**src/rtl/fetch_stage.sv**
```systemverilog
// Fetch front end: owns the fetch PC, issues in-order word requests to instruction
// memory, queues returned words under a credit cap and hands them to decode.
module fetch_stage #(
   parameter logic [29:0] RESET_PC = 30'h0,
   parameter int          QDEPTH   = 4
) (
   input  logic        i_clk,
   input  logic        i_rst,
   input  logic        i_redirect_valid,
   input  logic [29:0] i_redirect_pc,
   output logic        o_imem_req_valid,
   output logic [29:0] o_imem_req_addr,
   input  logic        i_imem_req_ready,
   input  logic        i_imem_resp_valid,
   input  logic [31:0] i_imem_resp_data,
   output logic        o_d_valid,
   input  logic        i_d_stall,
   output logic [31:0] o_instr_out,
   output logic [29:0] o_pc_out
);

   localparam int PW = (QDEPTH > 1) ? $clog2(QDEPTH) : 1;
   localparam int CW = $clog2(QDEPTH + 1);
   localparam logic [CW:0] LP_DEPTH = (CW + 1)'(QDEPTH);

   logic [29:0]   r_fetch_pc;
   logic [31:0]   r_q_instr [QDEPTH];
   logic [29:0]   r_q_pc    [QDEPTH];
   logic [PW-1:0] r_head;
   logic [PW-1:0] r_tail;
   logic [CW-1:0] r_count;
   logic [29:0]   r_req_pc  [QDEPTH];
   logic [PW-1:0] r_req_head;
   logic [PW-1:0] r_req_tail;
   logic [CW-1:0] r_outstanding;
   logic [CW-1:0] r_drop_count;

   logic [CW:0]   w_credit_sum;
   logic          w_req_valid;
   logic          w_req_fire;
   logic          w_enq;
   logic          w_pop;
   logic [29:0]   w_resp_pc;

   // Queued entries plus in-flight requests never exceed QDEPTH, so every
   // response that is kept always finds a free queue slot.
   assign w_credit_sum = {1'b0, r_count} + {1'b0, r_outstanding};
   assign w_req_valid  = i_rst && !i_redirect_valid && (w_credit_sum < LP_DEPTH);
   assign w_req_fire   = w_req_valid && i_imem_req_ready;
   assign w_resp_pc    = r_req_pc[r_req_head];
   assign w_enq        = i_imem_resp_valid && (r_drop_count == '0) && !i_redirect_valid;
   assign w_pop        = (r_count != '0) && !i_d_stall && !i_redirect_valid;

   assign o_imem_req_valid = w_req_valid;
   assign o_imem_req_addr  = r_fetch_pc;
   assign o_d_valid        = (r_count != '0);
   assign o_instr_out      = r_q_instr[r_head];
   assign o_pc_out         = r_q_pc[r_head];

   always_ff @(posedge i_clk) begin
      if (w_enq) begin
         r_q_instr[r_tail] <= i_imem_resp_data;
         r_q_pc[r_tail]    <= w_resp_pc;
      end
      if (w_req_fire) begin
         r_req_pc[r_req_tail] <= r_fetch_pc;
      end
   end

   always_ff @(posedge i_clk or negedge i_rst) begin
      if (!i_rst) begin
         r_fetch_pc    <= RESET_PC;
         r_head        <= '0;
         r_tail        <= '0;
         r_count       <= '0;
         r_req_head    <= '0;
         r_req_tail    <= '0;
         r_outstanding <= '0;
         r_drop_count  <= '0;
      end else begin
         if (w_req_fire) begin
            r_fetch_pc <= r_fetch_pc + 30'd1;
            r_req_tail <= r_req_tail + PW'(1);
         end
         if (i_imem_resp_valid) begin
            r_req_head <= r_req_head + PW'(1);
         end
         r_outstanding <= r_outstanding + CW'(w_req_fire) - CW'(i_imem_resp_valid);

         // Redirect: every request still in flight after this edge is wrong-path.
         if (i_redirect_valid) begin
            r_fetch_pc   <= i_redirect_pc;
            r_head       <= '0;
            r_tail       <= '0;
            r_count      <= '0;
            r_drop_count <= r_outstanding - CW'(i_imem_resp_valid);
         end else begin
            if (w_enq) begin
               r_tail <= r_tail + PW'(1);
            end
            if (w_pop) begin
               r_head <= r_head + PW'(1);
            end
            r_count <= r_count + CW'(w_enq) - CW'(w_pop);
            if (i_imem_resp_valid && (r_drop_count != '0)) begin
               r_drop_count <= r_drop_count - CW'(1);
            end
         end
      end
   end

   always_ff @(posedge i_clk) begin
      if (i_rst && w_enq) begin
         assert (r_count < CW'(QDEPTH));
      end
   end

endmodule

```
**config.mk**
```make
export PLATFORM = sky130hd
export DESIGN_NAME = fetch_stage
export DESIGN_NICKNAME = d
export VERILOG_FILES = /design/src/rtl/fetch_stage.sv
export SDC_FILE = /design/constraint.sdc
export NUM_CORES = 1
export LEC_CHECK = 0
export CAP_MARGIN = 20
export CORE_MARGIN = 2
export CORE_UTILIZATION = 51
export DETAILED_ROUTE_END_ITERATION = 8
export PLACE_DENSITY = 0.75
export SETUP_SLACK_MARGIN = 0.02
export SLEW_MARGIN = 20
export SYNTH_ARGS = -nofsm -noshare
export SYNTH_HDL_FRONTEND = slang
export SYNTH_SLANG_ARGS = --single-unit
```
**constraint.sdc**
```tcl
create_clock -name i_clk -period 2.82 [get_ports i_clk]
set_clock_uncertainty 0.05 [all_clocks]
set_input_delay 0.282 -clock i_clk [delete_from_list [all_inputs] [get_ports i_clk]]
set_output_delay 0.282 -clock i_clk [all_outputs]
set_load 0.01 [all_outputs]
```
# == Word level (Yosys, flattened, before mapping) ==
# Memory sizes are Yosys's and may differ from the RTL's.
# Cells that the tools add are included.
# word_totals
ff_bits,47
mem_bits_rw,368
input_bits,68
output_inout_bits,94
n_memories,3
# memory_table
name,depth,word_bits,rd,rd_ports_with_merged_regs,write_ports,line_no,source
r_q_instr,4,32,1,0,1,27,logic [31:0] r_q_instr [QDEPTH];
r_q_pc,4,30,1,0,1,28,logic [29:0] r_q_pc [QDEPTH];
r_req_pc,4,30,1,0,1,32,logic [29:0] r_req_pc [QDEPTH];
# op_classes
addsub,12
magnitude_cmp,1
muxes,13
reduce_logical,17
# op_table
cell,n
two-way mux 30 bit,2
"adder 30 x 1 -> 30 bit, second input constant",1
two-way mux 3 bit,3
subtractor 3 x 1 -> 3 bit,3
"adder 2 x 1 -> 2 bit, second input constant",4
logical AND 1 bit,8
two-way mux 2 bit,4
nonzero test 2 bit,4
adder 3 x 1 -> 3 bit,2
nonzero test 3 bit,2
adder 3 x 3 -> 4 bit,1
"< comparator 4 x 3 -> 1 bit, second input constant",1
two-way mux 1 bit,4
logical NOT 3 bit,1
"subtractor 3 x 1 -> 3 bit, second input constant",1
logical NOT 1 bit,2

# == Logic depth before layout (Yosys ltp) ==
# Gate-level depths: netlist (run 1).
# logic_depth
word_depth,6
depth_mapped,13
ltp_nobuf,12

# == Least setup slack after synthesis (run 1) ==
# OpenSTA, ideal clock, no wires.
# synth_timing
kind,register -> register
from,reg r_count[2]
to,"mem r_req_pc[0][0], enable pin"
setup_ns,0.390
t_arrival_ns,2.562
required_time_ns,2.380
slack_ns,-0.181
stages_incl_launch_ff,8
cell_sequence,dfrtp_1 ha_1 nor4b_2 and4_1 buf_4 clkbuf_1 buf_2 and2_1
# synth_via
elab_chain_cells,6
# synth_rtl
item,line_no,source
from (decl),31,logic [CW-1:0] r_count;
from (signal assigned),104,r_count <= r_count + CW'(w_enq) - CW'(w_pop);
adder 3 x 3 -> 4 bit,47,"assign w_credit_sum = {1'b0, r_count} + {1'b0, r_outstanding};"
< comparator 4 x 3 -> 1 bit,48,assign w_req_valid = i_rst && !i_redirect_valid && (w_credit_sum < LP_DEPTH);
logical AND 1 bit,48,
logical AND 1 bit,49,assign w_req_fire = w_req_valid && i_imem_req_ready;
two-way mux 1 bit,65,if (w_req_fire) begin
two-way mux 1 bit (implied by the code),66,r_req_pc[r_req_tail] <= r_fetch_pc;
to (decl),32,
# Every way passes these cells.

# == Final worst setup path (run 1) ==
# layout_timing
from,reg r_head[1]
to,out o_pc_out[12]
# layout_via
elab_chain_cells,1
# layout_rtl
item,line_no,source
from (decl),29,logic [PW-1:0] r_head;
from (signal assigned),102,r_head <= r_head + PW'(1);
memory (4 x 30 bit),-,
to (decl),19,output logic [29:0] o_pc_out
# Every way passes these cells.

==> results of run 1 <==
registers in the layout (all words and copies together) (netlist names):
register and cells:
r_q_pc 120, r_tail 2, r_req_pc 120, r_head 2
r_outstanding 3, r_q_instr 128, r_count 3, r_req_tail 2
r_drop_count 3, r_req_head 2, o_imem_req_addr 30
cells by family after synthesis:
family                   Yosys count
XOR/XNOR                          13
buffers and inverters             59
multiplexers                      97
AO/OA/AOI/OAI                     63
flip-flops                       415
adder cells (fa/ha/maj)           21
AND/OR/NAND/NOR                  153
worst max-delay path by stage:
stage / start / end / slack [ps] / cells past startpoint
floorplan: r_count[2]$_DFF_PN0_ / r_outstanding[2]$_DFF_PN0_ / 40 / 13
global placement: r_outstanding[2]$_DFF_PN0_ / r_outstanding[2]$_DFF_PN0_ / 260 / 11
detailed placement: r_outstanding[2]$_DFF_PN0_ / r_outstanding[2]$_DFF_PN0_ / 210 / 11
CTS: r_outstanding[2]$_DFF_PN0_ / o_imem_req_valid / 40 / 4
global route: r_head[1]$_DFFE_PN0P_ / o_pc_out[12] / 20 / 3
finish: r_head[1]$_DFFE_PN0P_ / o_pc_out[12] / 110 / 3
metal layers:
metal	vias to the layer above	share of wire [%]	GRT usage [%]
met5	-	0	0
met1	4394	42	28.2
met2	323	49	32.6
met4	0	2.4	5.65
met3	49	6.2	3.25
li1	3769	-	-
per-stage QoR:
stage          instance area (sq um)  hold WS, ps  util (%)  power (W)  worst slack (ps)
2_1_floorplan                  16200        -63.6         -     0.0100              35.6
3_3_place_gp                   18700         99.0      59.7     0.0116               255
3_5_place_dp                   18700          101      59.7     0.0117               214
4_1_cts                        20100         69.6      64.0     0.0170              38.2
5_1_grt                        20100         93.6      64.0     0.0176              21.9
6_report                       20100         81.0      64.0     0.0169               108
cell usage in the layout, fill, tap and decap left out, types with 5 or more instances in the layout:
| cell | count |
|---|---|
| o211ai_1 | 7 |
| clkbuf_16 | 43 |
| xnor2_1 | 8 |
| dfrtp_1 | 44 |
| nand4_1 | 11 |
| buf_12 | 16 |
| clkdlybuf4s50_1 | 158 |
| and2_2 | 5 |
| clkinv_1 | 15 |
| nand2_1 | 36 |
| inv_1 | 20 |
| buf_4 | 36 |
| nor3_1 | 9 |
| mux4_2 | 92 |
| edfxtp_1 | 368 |
| ha_1 | 19 |
| nor2_1 | 31 |
| o21ai_0 | 19 |
| and3_1 | 5 |
| xor2_1 | 5 |
| nand3_1 | 26 |
| clkbuf_1 | 5 |
| mux2i_1 | 5 |
| a21oi_1 | 9 |
| a221o_1 | 6 |
| o311ai_0 | 6 |
area by class of cell:
type	instances	area [sq um]	share of cell area, %
flip-flops and latches	415	12200	60.9
multi-input cells	347	3740	18.6
repair buffers	214	2200	10.9
clock buffers	48	1090	5.45
well taps	402	503	2.50
clock inverters	27	233	1.16
inverters	21	78.8	0.393
power groups by stage:
stage                     clock (W)  combinational, W  sequential (W)
after floorplan                   0           0.00227         0.00773
after global placement            0           0.00374         0.00785
after detailed placement          0           0.00381         0.00787
after CTS                   0.00546           0.00386         0.00772
after global routing        0.00572           0.00411         0.00777
final                       0.00534           0.00379         0.00772
repair_timing:
item | CTS | global route
buffers inserted | 1 | 0
setup endpoints to repair | 17 | 2
hold buffers | 1 | 0
gates resized for setup | 1 | 2
hold endpoints to repair | 44 | 0
pin swaps | 0 | 1
==> impl_metrics.py, run 1 <==
metrics = {
    "critical_path": {
        "cp_max_fo": 17,
        "slowest_delay_ps": 700,
        "worst-endpoint-required_ps": 2490,
        "r2r_setup_slack_ps": 140,
        "worstPathCellList": "buf_4 > mux4_2 > clkdlybuf4s50_1",
        "crit_path_top_delay_cell": "dfrtp_2",
        "arrival_ps": 2380,
        "cp_top_family": "buffers and inverters",
        "rr_worst_depth": 11,
        "crit_type": "register to output port",
        "path_buf_inv": 2,
        "r2r_start": "r_outstanding[2]$_DFF_PN0_",
        "startpoint_type": "register",
        "cp-end-kind": "output port",
        "r2r-end": "r_outstanding[2]$_DFF_PN0_",
    },
    "yosys": {
        "synth-seq-cells": 415,
        "yosys-top-cells-count": "edfxtp_1, mux4_2, dfrtp_1",
        "ys_seq_area_share_pct": 75.5,
        "synth-xor-area-share_pct": 0.703,
        "synth_fa_ha_area_share_pct": 1.71,
        "yosysMostFrequentCell": "edfxtp_1",
        "synth.largest_area_cell": "edfxtp_1",
        "synth-simple-area-share_pct": 4.83,
        "syn_area_per_cell_sq_um": 19.7,
        "synth.area.top_cells": "edfxtp_1, mux4_2, dfrtp_1",
        "async_flop_share_pct": 11.3,
        "yosysWarnings": 0,
        "synth-compound-area-share_pct": 2.66,
        "synth_top_cell_area_share_pct": 68.2,
        "syn_inst": 821,
        "yosysUniqueCellTypes": 48,
        "syn_area_sq_um": 16200,
        "synth-edff-count": 368,
        "synth_top_family_by_area": "multiplexers",
        "synth_flop_cell": "edfxtp_1",
        "synthMuxAreaShare_pct": 13.1,
        "syn_nets": 910,
    },
    "run": {
        "max-cap-violations": 0,
    },
    "worst_hold_path": {
        "hold_class": "primary input to async pin",
    },
    "cts": {
        "clock-sinks": 415,
        "h-tree-depth": 2,
        "cts_buffer_depth": 3,
        "clock_latency_ps": 530,
        "cts_tree": "built",
        "cts-root-buf": "clkbuf_16",
        "cts_inserted_buffers": 42,
        "path_clk_slew_ps": 60,
    },
    "timing": {
        "period_share_pct": 96.2,
        "relSlewSlack_pct": 47.0,
        "worst_pin_slew_ps": 788,
        "slew_viol_final": 0,
        "rsz0062_at_grt": "false",
        "fin_crit_ps": 2710,
        "setup_viol": 0,
        "setup_tns_ps": 0,
        "hold_viol_final": 0,
        "fmax_mhz": 369,
    },
    "final_layout": {
        "drive_gt1_share_pct": 20.3,
        "nFillCells": 2115,
        "stdcell_count": 1474,
        "syn2layout_area_growth_pct": 23.9,
        "fin_nets": 1130,
        "antenna_cells": 0,
    },
    "die": {
        "dieArea_sq_um": 33200,
        "die_height_um": 182,
        "num_io_pins": 162,
        "row_count": 65,
        "initial_core_util_pct": 51.6,
        "die_w_um": 182,
        "core_sq_um": 31400,
    },
    "global_route": {
        "antenna_found_initial": 0,
        "grt_pass1_vias": 8721,
        "grt_max_degree": 46,
        "grt-ovfl-total": 0,
        "grt_pass1_wl_um": 50300,
        "grt_usage_pct": 19.9,
    },
    "drt": {
        "vias": 8535,
        "drt_iter0_markers": 808,
        "dr.pass1.iters": 7,
        "via_per_inst": 5.79,
        "finalWirelength_um": 32500,
        "drtAntennaViolNets": 0,
        "wl_per_cell_um": 22.1,
        "drc": 0,
    },
    "placed_design": {
        "finalWeightedCongestion": 0.857,
        "dp.cells": 1397,
        "port_buffers": 161,
        "hpwl_um": 21300,
    },
    "power_and_ir_drop": {
        "p_int_w": 0.0126,
        "power_frac_clock_pct": 31.7,
        "power.switching_w": 0.00430,
        "p_comb_share_pct": 22.5,
        "leakagePower_nw": 6.70,
        "power.share.switching_pct": 25.5,
        "peakVddDrop_mv": 0.552,
        "power_frac_seq_pct": 45.8,
        "power_density_nw_per_um2": 839,
    },
    "outcome": {
        "status": "complete, no violations",
    },
}
Note: power is estimated with default switching activity, not from simulation.
==> run 2, diff against run 1 <==
--- a/config.mk
+++ b/config.mk
@@ -8,9 +8,9 @@
 export CAP_MARGIN = 20
 export CORE_MARGIN = 2
 export CORE_UTILIZATION = 51
+export CTS_BUF_LIST = sky130_fd_sc_hd__clkbuf_4 sky130_fd_sc_hd__clkbuf_8 sky130_fd_sc_hd__clkbuf_16
 export DETAILED_ROUTE_END_ITERATION = 8
 export PLACE_DENSITY = 0.75
-export SETUP_SLACK_MARGIN = 0.02
 export SLEW_MARGIN = 20
 export SYNTH_ARGS = -nofsm -noshare
 export SYNTH_HDL_FRONTEND = slang
==> run 2 against run 1 <==
  * Global-route usage hardly changed
  * First-iteration DRC count up 13%
  * Worst setup slack worse by 3.8 ps
  * Core utilization grew 0.060 points
  * Register-to-register slack got worse by 20 ps
  * Wire length grew 0.38%
  * Sequential share of layout area fell by 0.057 points
==> impl_metrics.py, run 2 (synthesis gave the netlist of run 1 again) <==
metrics = {
    "global_route": {
        "antenna_found_initial": 0,
        "grt-ovfl-total": 0,
        "grt_pass1_wl_um": 50400,
        "grt_max_degree": 46,
        "grt_usage_pct": 19.9,
        "grt_pass1_vias": 8725,
    },
    "die": {
        "core_sq_um": 31400,
        "dieArea_sq_um": 33200,
        "row_count": 65,
        "die_w_um": 182,
        "num_io_pins": 162,
        "die_height_um": 182,
        "initial_core_util_pct": 51.6,
    },
    "cts": {
        "cts_inserted_buffers": 42,
        "clock_latency_ps": 530,
        "cts-root-buf": "clkbuf_16",
        "cts_buffer_depth": 3,
        "path_clk_slew_ps": 70,
        "cts_tree": "built",
        "clock-sinks": 415,
        "h-tree-depth": 2,
    },
    "power_and_ir_drop": {
        "power_frac_clock_pct": 32.0,
        "power.switching_w": 0.00431,
        "leakagePower_nw": 6.72,
        "power.share.switching_pct": 25.5,
        "p_int_w": 0.0126,
        "p_comb_share_pct": 22.4,
        "power_frac_seq_pct": 45.7,
        "power_density_nw_per_um2": 841,
        "peakVddDrop_mv": 0.554,
    },
    "drt": {
        "dr.pass1.iters": 5,
        "via_per_inst": 5.82,
        "drc": 0,
        "finalWirelength_um": 32600,
        "wl_per_cell_um": 22.1,
        "vias": 8573,
        "drtAntennaViolNets": 0,
        "drt_iter0_markers": 910,
    },
    "placed_design": {
        "port_buffers": 161,
        "finalWeightedCongestion": 0.857,
        "hpwl_um": 21300,
        "placed_area_sq_um": 18700,
    },
    "final_layout": {
        "final_common_cell": "edfxtp_1",
        "top_register": "r_q_instr",
        "nFillCells": 2111,
        "largest_reg_flops": 128,
        "final_area_sq_um": 20100,
        "reg_top3": "r_q_instr (128), r_q_pc (120), r_req_pc (120)",
        "drive_gt1_share_pct": 20.8,
        "antenna_cells": 0,
        "syn2layout_area_growth_pct": 24.0,
        "final_cell_mix": "edfxtp_1, clkdlybuf4s50_1, mux4_2",
        "fin_nets": 1130,
    },
    "critical_path": {
        "path_depth": 3,
        "cp_top_family": "buffers and inverters",
        "crit_type": "register to output port",
        "worstPathCellList": "buf_4 > mux4_2 > clkdlybuf4s50_1",
        "rr_worst_depth": 11,
        "cp_max_fo": 17,
        "arrival_ps": 2380,
        "startpoint_type": "register",
        "path_buf_inv": 2,
        "cp-end-kind": "output port",
        "worst-endpoint-required_ps": 2490,
        "slowest_delay_ps": 700,
        "crit_path_top_delay_cell": "dfrtp_2",
    },
    "timing": {
        "period_share_pct": 96.3,
        "fmax_mhz": 368,
        "hold_ws_ps": 81.2,
        "hold_viol_final": 0,
        "fin_crit_ps": 2720,
        "rsz0062_at_grt": "false",
        "setup_viol": 0,
        "worst_pin_slew_ps": 765,
        "setup_tns_ps": 0,
        "relSlewSlack_pct": 48.6,
        "slew_viol_final": 0,
    },
    "run": {
        "max-cap-violations": 0,
    },
    "outcome": {
        "status": "complete, no violations",
    },
    "worst_hold_path": {
        "hold_class": "primary input to async pin",
    },
}
run 2: what timing repair did:
item,in CTS,in global routing
endpoints found under the hold margin,44,0
buffers inserted,1,0
endpoints found under the setup margin,7,1
pin swaps,0,0
gates resized for setup,1,2
hold buffers,1,0
run 2: worst reg2reg max path, cell delays in order (launching register included):
cell     delay, ps
dfrtp_1        430
ha_1           320
nor4b_2        260
and4_1         260
inv_2           50
ha_1           260
inv_1           70
ha_1           160
inv_1           60
fa_1           370
xnor2_1        170
xnor2_1        140
run 2: path summary, 6_finish.rpt:
| path | end | slack [ps] | start |
|---|---|---|---|
| min | r_count[0]$_DFF_PN0_ | 80 | i_rst |
| max | o_pc_out[12] | 100 | r_head[1]$_DFFE_PN0P_ |
| min reg2reg | r_req_head[1]$_DFFE_PN0P_ | 430 | r_req_head[1]$_DFFE_PN0P_ |
| max in group asynchronous | r_head[0]$_DFFE_PN0P_ | 1810 | i_rst |
| min in group i_clk | r_count[2]$_DFF_PN0_ | 100 | i_redirect_valid |
| max reg2reg | r_outstanding[2]$_DFF_PN0_ | 120 | r_outstanding[2]$_DFF_PN0_ |
run 2: final cells by class:
cell class	instances	area, sq um	share of cell area (%)
inverters	21	78.8	0.392
clock buffers	48	1110	5.54
clock inverters	27	233	1.16
multi-input cells	347	3740	18.6
flip-flops and latches	415	12200	60.9
well taps	402	503	2.50
repair buffers	214	2200	10.9
run 2: power groups by stage:
stage               clock network (W)  registers (W)  logic (W)
floorplan                           0        0.00773    0.00227
global placement                    0        0.00785    0.00374
detailed placement                  0        0.00787    0.00381
CTS                           0.00552        0.00772    0.00386
global route                  0.00577        0.00777    0.00411
finish                        0.00540        0.00773    0.00378
run 2: routing by layer:
metal  vias up  share of wire [%]  GRT usage [%]
met5         -                  0              0
met4         0                2.2           5.39
met3        49                6.9           3.25
met2       354                 49           32.8
met1      4399                 42           28.2
li1       3771                  -              -
run 2: per-stage QoR:
step,util (%),setup slack (ps),cells,power [W]
after floorplan,-,35.6,821,0.0100
after global placement,59.7,255,1397,0.0116
after detailed placement,59.7,214,1397,0.0117
after CTS,64.0,38.2,1474,0.0171
after global routing,64.0,18.4,1474,0.0176
final,64.0,105,1474,0.0169
